==> src/rtl/alu_pkg.sv <==
// Shared opcode constants, sequencer state type and golden-result rules for alu_sequencer.
package alu_pkg;

    localparam logic [3:0] OP_ADD = 4'b0000;
    localparam logic [3:0] OP_SUB = 4'b1111;
    localparam logic [3:0] OP_AND = 4'b0001;
    localparam logic [3:0] OP_OR  = 4'b0010;
    localparam logic [3:0] OP_XOR = 4'b0100;
    localparam logic [3:0] OP_EQ  = 4'b1000;
    localparam logic [3:0] OP_GT  = 4'b0011;
    localparam logic [3:0] OP_SHL = 4'b0110;
    localparam logic [3:0] OP_SHR = 4'b1100;
    localparam logic [3:0] OP_MUL = 4'b0101;

    typedef enum logic [1:0] {
        ST_IDLE   = 2'd0,
        ST_ISSUE  = 2'd1,
        ST_SETTLE = 2'd2,
        ST_RESP   = 2'd3
    } state_t;

    function automatic logic is_legal(input logic [3:0] sel);
        logic legal;
        case (sel)
            OP_ADD, OP_SUB, OP_AND, OP_OR, OP_XOR,
            OP_EQ, OP_GT, OP_SHL, OP_SHR, OP_MUL: legal = 1'b1;
            default:                              legal = 1'b0;
        endcase
        return legal;
    endfunction

    // Operands are zero-extended to 8 bits before every operation.
    function automatic logic [7:0] golden(input logic [3:0] sel,
                                          input logic [3:0] a,
                                          input logic [3:0] b);
        logic [7:0] ea;
        logic [7:0] eb;
        logic [7:0] res;
        ea = {4'b0000, a};
        eb = {4'b0000, b};
        case (sel)
            OP_ADD:  res = ea + eb;
            OP_SUB:  res = ea - eb;
            OP_AND:  res = ea & eb;
            OP_OR:   res = ea | eb;
            OP_XOR:  res = ea ^ eb;
            OP_EQ:   res = {7'b0, (ea == eb)};
            OP_GT:   res = {7'b0, (ea > eb)};
            OP_SHL:  res = ea << eb;
            OP_SHR:  res = ea >> eb;
            OP_MUL:  res = ea * eb;
            default: res = 8'h00;
        endcase
        return res;
    endfunction

endpackage

==> src/rtl/alu_seq_check.sv <==
// Golden comparator: flags a mismatch between the external ALU result and the expected one.
module alu_seq_check
    import alu_pkg::*;
(
    input  logic [3:0] sel_i,
    input  logic [3:0] a_i,
    input  logic [3:0] b_i,
    input  logic [7:0] alu_c_i,
    output logic       mismatch_o
);

    logic [7:0] expected;

    always_comb begin
        expected   = golden(sel_i, a_i, b_i);
        mismatch_o = (alu_c_i != expected);
    end

endmodule

==> src/rtl/alu_sequencer.sv <==
// Sequences one command at a time through an external combinational ALU.
// Optional golden-result checking is enabled by defining ALU_SEQ_CHECK_EN.
module alu_sequencer
    import alu_pkg::*;
#(
    parameter int SETTLE_CYCLES = 1
) (
    input  logic       clk,
    input  logic       rst,
    input  logic       cmd_valid,
    output logic       cmd_ready,
    input  logic [3:0] cmd_a,
    input  logic [3:0] cmd_b,
    input  logic [3:0] cmd_sel,
    output logic [3:0] alu_a,
    output logic [3:0] alu_b,
    output logic [3:0] alu_sel,
    input  logic [7:0] alu_c,
    output logic       rsp_valid,
    input  logic       rsp_ready,
    output logic [7:0] rsp_data,
    output logic       rsp_err,
    output logic [7:0] op_count
);

    localparam logic [3:0] SETTLE_LAST = 4'(SETTLE_CYCLES - 1);

    state_t     state_q, state_d;
    logic [3:0] lat_a_q, lat_a_d;
    logic [3:0] lat_b_q, lat_b_d;
    logic [3:0] lat_sel_q, lat_sel_d;
    logic [3:0] alu_a_q, alu_a_d;
    logic [3:0] alu_b_q, alu_b_d;
    logic [3:0] alu_sel_q, alu_sel_d;
    logic [3:0] cnt_q, cnt_d;
    logic [7:0] rsp_data_q, rsp_data_d;
    logic       rsp_err_q, rsp_err_d;
    logic [7:0] op_count_q, op_count_d;
    logic       check_err;

`ifdef ALU_SEQ_CHECK_EN
    logic mismatch;

    alu_seq_check u_check (
        .sel_i      (alu_sel_q),
        .a_i        (alu_a_q),
        .b_i        (alu_b_q),
        .alu_c_i    (alu_c),
        .mismatch_o (mismatch)
    );

    assign check_err = mismatch;
`else
    assign check_err = 1'b0;
`endif

    always_ff @(posedge clk) begin
        if (rst) begin
            state_q    <= ST_IDLE;
            lat_a_q    <= 4'h0;
            lat_b_q    <= 4'h0;
            lat_sel_q  <= 4'h0;
            alu_a_q    <= 4'h0;
            alu_b_q    <= 4'h0;
            alu_sel_q  <= 4'h0;
            cnt_q      <= 4'h0;
            rsp_data_q <= 8'h00;
            rsp_err_q  <= 1'b0;
            op_count_q <= 8'h00;
        end else begin
            state_q    <= state_d;
            lat_a_q    <= lat_a_d;
            lat_b_q    <= lat_b_d;
            lat_sel_q  <= lat_sel_d;
            alu_a_q    <= alu_a_d;
            alu_b_q    <= alu_b_d;
            alu_sel_q  <= alu_sel_d;
            cnt_q      <= cnt_d;
            rsp_data_q <= rsp_data_d;
            rsp_err_q  <= rsp_err_d;
            op_count_q <= op_count_d;
        end
    end

    always_comb begin
        state_d    = state_q;
        lat_a_d    = lat_a_q;
        lat_b_d    = lat_b_q;
        lat_sel_d  = lat_sel_q;
        alu_a_d    = alu_a_q;
        alu_b_d    = alu_b_q;
        alu_sel_d  = alu_sel_q;
        cnt_d      = cnt_q;
        rsp_data_d = rsp_data_q;
        rsp_err_d  = rsp_err_q;
        op_count_d = op_count_q;
        case (state_q)
            ST_IDLE: begin
                if (cmd_valid) begin
                    lat_a_d   = cmd_a;
                    lat_b_d   = cmd_b;
                    lat_sel_d = cmd_sel;
                    if (is_legal(cmd_sel)) begin
                        state_d = ST_ISSUE;
                    end else begin
                        // Illegal opcodes bypass the ALU, leaving its inputs untouched.
                        state_d    = ST_RESP;
                        rsp_data_d = 8'h00;
                        rsp_err_d  = 1'b1;
                    end
                end
            end
            ST_ISSUE: begin
                alu_a_d   = lat_a_q;
                alu_b_d   = lat_b_q;
                alu_sel_d = lat_sel_q;
                cnt_d     = 4'h0;
                state_d   = ST_SETTLE;
            end
            ST_SETTLE: begin
                if (cnt_q == SETTLE_LAST) begin
                    rsp_data_d = alu_c;
                    rsp_err_d  = check_err;
                    state_d    = ST_RESP;
                end else begin
                    cnt_d = cnt_q + 4'd1;
                end
            end
            ST_RESP: begin
                if (rsp_ready) begin
                    op_count_d = op_count_q + 8'd1;
                    state_d    = ST_IDLE;
                end
            end
            default: state_d = ST_IDLE;
        endcase
    end

    assign cmd_ready = (state_q == ST_IDLE);
    assign rsp_valid = (state_q == ST_RESP);
    assign alu_a     = alu_a_q;
    assign alu_b     = alu_b_q;
    assign alu_sel   = alu_sel_q;
    assign rsp_data  = rsp_data_q;
    assign rsp_err   = rsp_err_q;
    assign op_count  = op_count_q;

endmodule

==> config.mk <==
export PLATFORM = sky130hd
export DESIGN_NAME = alu_sequencer
export DESIGN_NICKNAME = d
export VERILOG_FILES = /design/src/rtl/alu_pkg.sv /design/src/rtl/alu_seq_check.sv /design/src/rtl/alu_sequencer.sv
export SDC_FILE = /design/constraint.sdc
export NUM_CORES = 1
export LEC_CHECK = 0
export ABC_AREA = 1
export ABC_CLOCK_PERIOD_IN_PS = 3400
export CORE_MARGIN = 10
export CORE_UTILIZATION = 30
export CTS_CLUSTER_SIZE = 10
export DETAILED_ROUTE_END_ITERATION = 6
export PLACE_DENSITY = 0.54
export SLEW_MARGIN = 20
export SYNTH_ARGS = -nofsm -noshare
export SYNTH_HDL_FRONTEND = slang
export SYNTH_SLANG_ARGS = --single-unit
==> constraint.sdc <==
create_clock -name clk -period 3.4 [get_ports clk]
set_input_delay 0.68 -clock clk [delete_from_list [all_inputs] [get_ports clk]]
set_output_delay 0.68 -clock clk [all_outputs]
set_load 0.005 [all_outputs]
==> reports/results.txt <==
Status: complete, no violations
Fin cells: 439
Ys Warns: 0
Most frequent cells in the layout: nor2_1 (57), clkdlybuf4s50_1 (54), nand2_1 (47), dfxtp_1 (47), inv_1 (33)
Via density: 4.34
RSZ-0062 raised after global routing: no
Worst-Margin Slew: 0.797 ns
DRC: 0
CTS tree: done
Distinct cells, synth: 25
Pre-CTS setup slack: 0.842 ns
Synth top area share: 44.7%
P_sw: 723 µW
Setup crit start kind: flip-flop
Total GRT Usage: 9.59%
Rel. slew slack: 46.8%
Initial Utilization: 31.0%
Layout cells sized above 1: 7.58%
CTS Root Buffer Type: clkbuf_8
Vias in the first global route: 1906
FF+latch count, synth: 47
Width of the chip: 104 µm
Routed WL per cell: 11.4 µm
Crit-path max FO: 5
Mapped Area: 0.00211 mm²
Clock-pin slew on the worst setup and hold paths: 0.09 ns
Setup tns final: 0 ns
Final net count: 375
Dpl hpwl: 3680 µm
Row Count: 30
Min Tclk post-route: 2.29 ns
Die ar.: 0.0108 mm²
Placed insts: 431
Flop pwr share: 38.1%
FILL cells: 702
GRT met1 Usage: 11.1%
Total number of vias: 1907
H-tree Lvls: 2
Worst hold path type: reg2reg
Post-Syn Instances: 290
IO Pins: 55
Register area share after synthesis: 44.7%
Crit end category: output pin
CTS Buf Count: 5
Peak supply drop: 0.235 mV
CTS max path bufs: 2
Internal Power: 1260 µW
FF+latch area: 941 µm²
Syn-to-layout area delta: 34.8%
Pre-antenna DRT Iters: 4
Most common cell after layout, fill and taps aside: nor2_1
Mean Syn Cell Area: 7.26 µm²
Clock power share: 21.4%
Endpoint required time on the critical path: 2.72 ns
Hold WS: 0.468 ns
Final GP Congestion: 0.791
Gate power share: 40.5%
GR Util met2: 16.1%
Final Max Tran Viols: 0
Port Buf Inserts: 54
Final Cell Area: 0.00284 mm²
CP Data Arrival Time: 1.61 ns
Largest net degree at the start of global routing: 33
Clock Latency Late Sink: 0.30 ns
Switching share of power: 36.4%
Hold path depth: 2
Initial antenna violation count: 0
Final WL: 5020 µm
Multi-input logic area: 972 µm²
Fin. Hold Viols: 0
Post-DP Area: 0.00272 mm²
CTS sink count: 47
Crit path kind: reg2out
# diodes: 0
GR Util met3: 3.53%
DRT iter0 DRCs: 47
Period Utilization, post-route: 67.3%
Pwr dens: 700 mW/mm²
Syn nets: 323
Height of the chip: 104 µm
Hold path startpoint: rsp_data[1]
Setup violators final: 0
Post-CTS sizing: 0
Worst setup path start: state_q[0]
Post-CTS Hold Fix Bufs: 0
Max cap viols: 0
R2r worst-path depth: 9
Leak: 0.00124 µW
Global route overflow: 0
GR peak layer: met2
Post-CTS Setup Repair Bufs: 0
Post-DRT Antenna Nets: 0
Cell taking the most area after synthesis: dfxtp_1
First-pass GRT wire length: 8800 µm
Top cells by area, synth: dfxtp_1 (45%), nor2_1 (10%), nand2_1 (8.4%), o21ai_0 (6.7%), inv_1 (5.9%)
Final Worst Setup Slack: 1.11 ns
Clock Skew: 0.0102 ns
R2R Path Start: state_q[0]
Core area: 0.00679 mm²
FMAX: 0.437 GHz
==> through the flow <==
step                      utilization (%)  power [µW]
final                                41.8        1990
after floorplan                         -        1260
after detailed placement             40.1        1590
after CTS                            41.8        2030
after global routing                 41.8        2160
after global placement               40.1        1590
==> logic make-up (layout without fill, tap and decap cells) <==
| kind of cell | after synthesis | in the layout | synth area share, % |
|---|---|---|---|
| adders and majority gates | 9 | 9 | 5.35 |
| and+or+nand+nor | 136 | 136 | 28.5 |
| DFF | 47 | 47 | 44.7 |
| AOI/OAI and AO/OA | 49 | 49 | 11.9 |
| buffers and inverters | 48 | 101 | 9.15 |
| xor gates and xnor gates | 1 | 1 | 0.416 |
==> power by group through the flow <==
stage	sequential, µW	clock, µW	combinational (µW)
after floorplan	769	0	493
after global placement	772	0	817
after global routing	778	462	923
after CTS	760	441	827
final	758	424	805
after detailed placement	773	0	821
==> registers in the layout, indices dropped and copies added (netlist names) <==
name / flops
lat_a_q: 4
op_count: 8
cnt_q: 4
alu_b: 4
lat_sel_q: 4
rsp_data: 8
state_q: 2
rsp_err: 1
lat_b_q: 4
alu_a: 4
alu_sel: 4
==> final timing paths <==
kind	to	slack (ns)
setup / recovery	cmd_ready	1.11
hold / removal	rsp_data[1]	0.47
setup reg to reg	rsp_data[6]	1.61
hold reg to reg	rsp_data[1]	0.47
==> Yosys cell counts <==
cell type / n
clkbuf_1: 4
nand2_2: 4
o21ai_0: 28
xnor2_1: 1
nor2_1: 57
nor3_2: 1
ha_1: 9
nor3_1: 2
nand3_1: 17
a21oi_1: 19
nor3b_1: 1
nand4_1: 1
inv_2: 5
nor2_2: 2
nand3_2: 1
a21oi_2: 1
a211oi_1: 1
nand2_1: 47
inv_1: 33
nand2_4: 2
buf_4: 2
dfxtp_1: 47
buf_2: 2
nor2_8: 1
clkbuf_2: 2
==> final cells by class <==
cell class,instances,area share [%]
clock buffer,5,2.42
clock inverter,3,1.63
inverter,38,5.02
multi-input combinational,195,34.2
sequential,47,33.1
tap,96,4.23
timing repair buffer,55,19.3
==> critical path: stages, from the launching register on <==
cell             delay (ns)
dfxtp_1                0.35
inv_1                  0.09
ha_1                   0.30
clkdlybuf4s50_1        0.56
==> layer usage <==
metal,part of all wire [%],vias to the layer above
met3,6.6,5
met4,1.2,0
li1,-,1009
met2,45,45
met1,47,848
met5,0,-
Note: power is estimated with default switching activity, not from simulation.
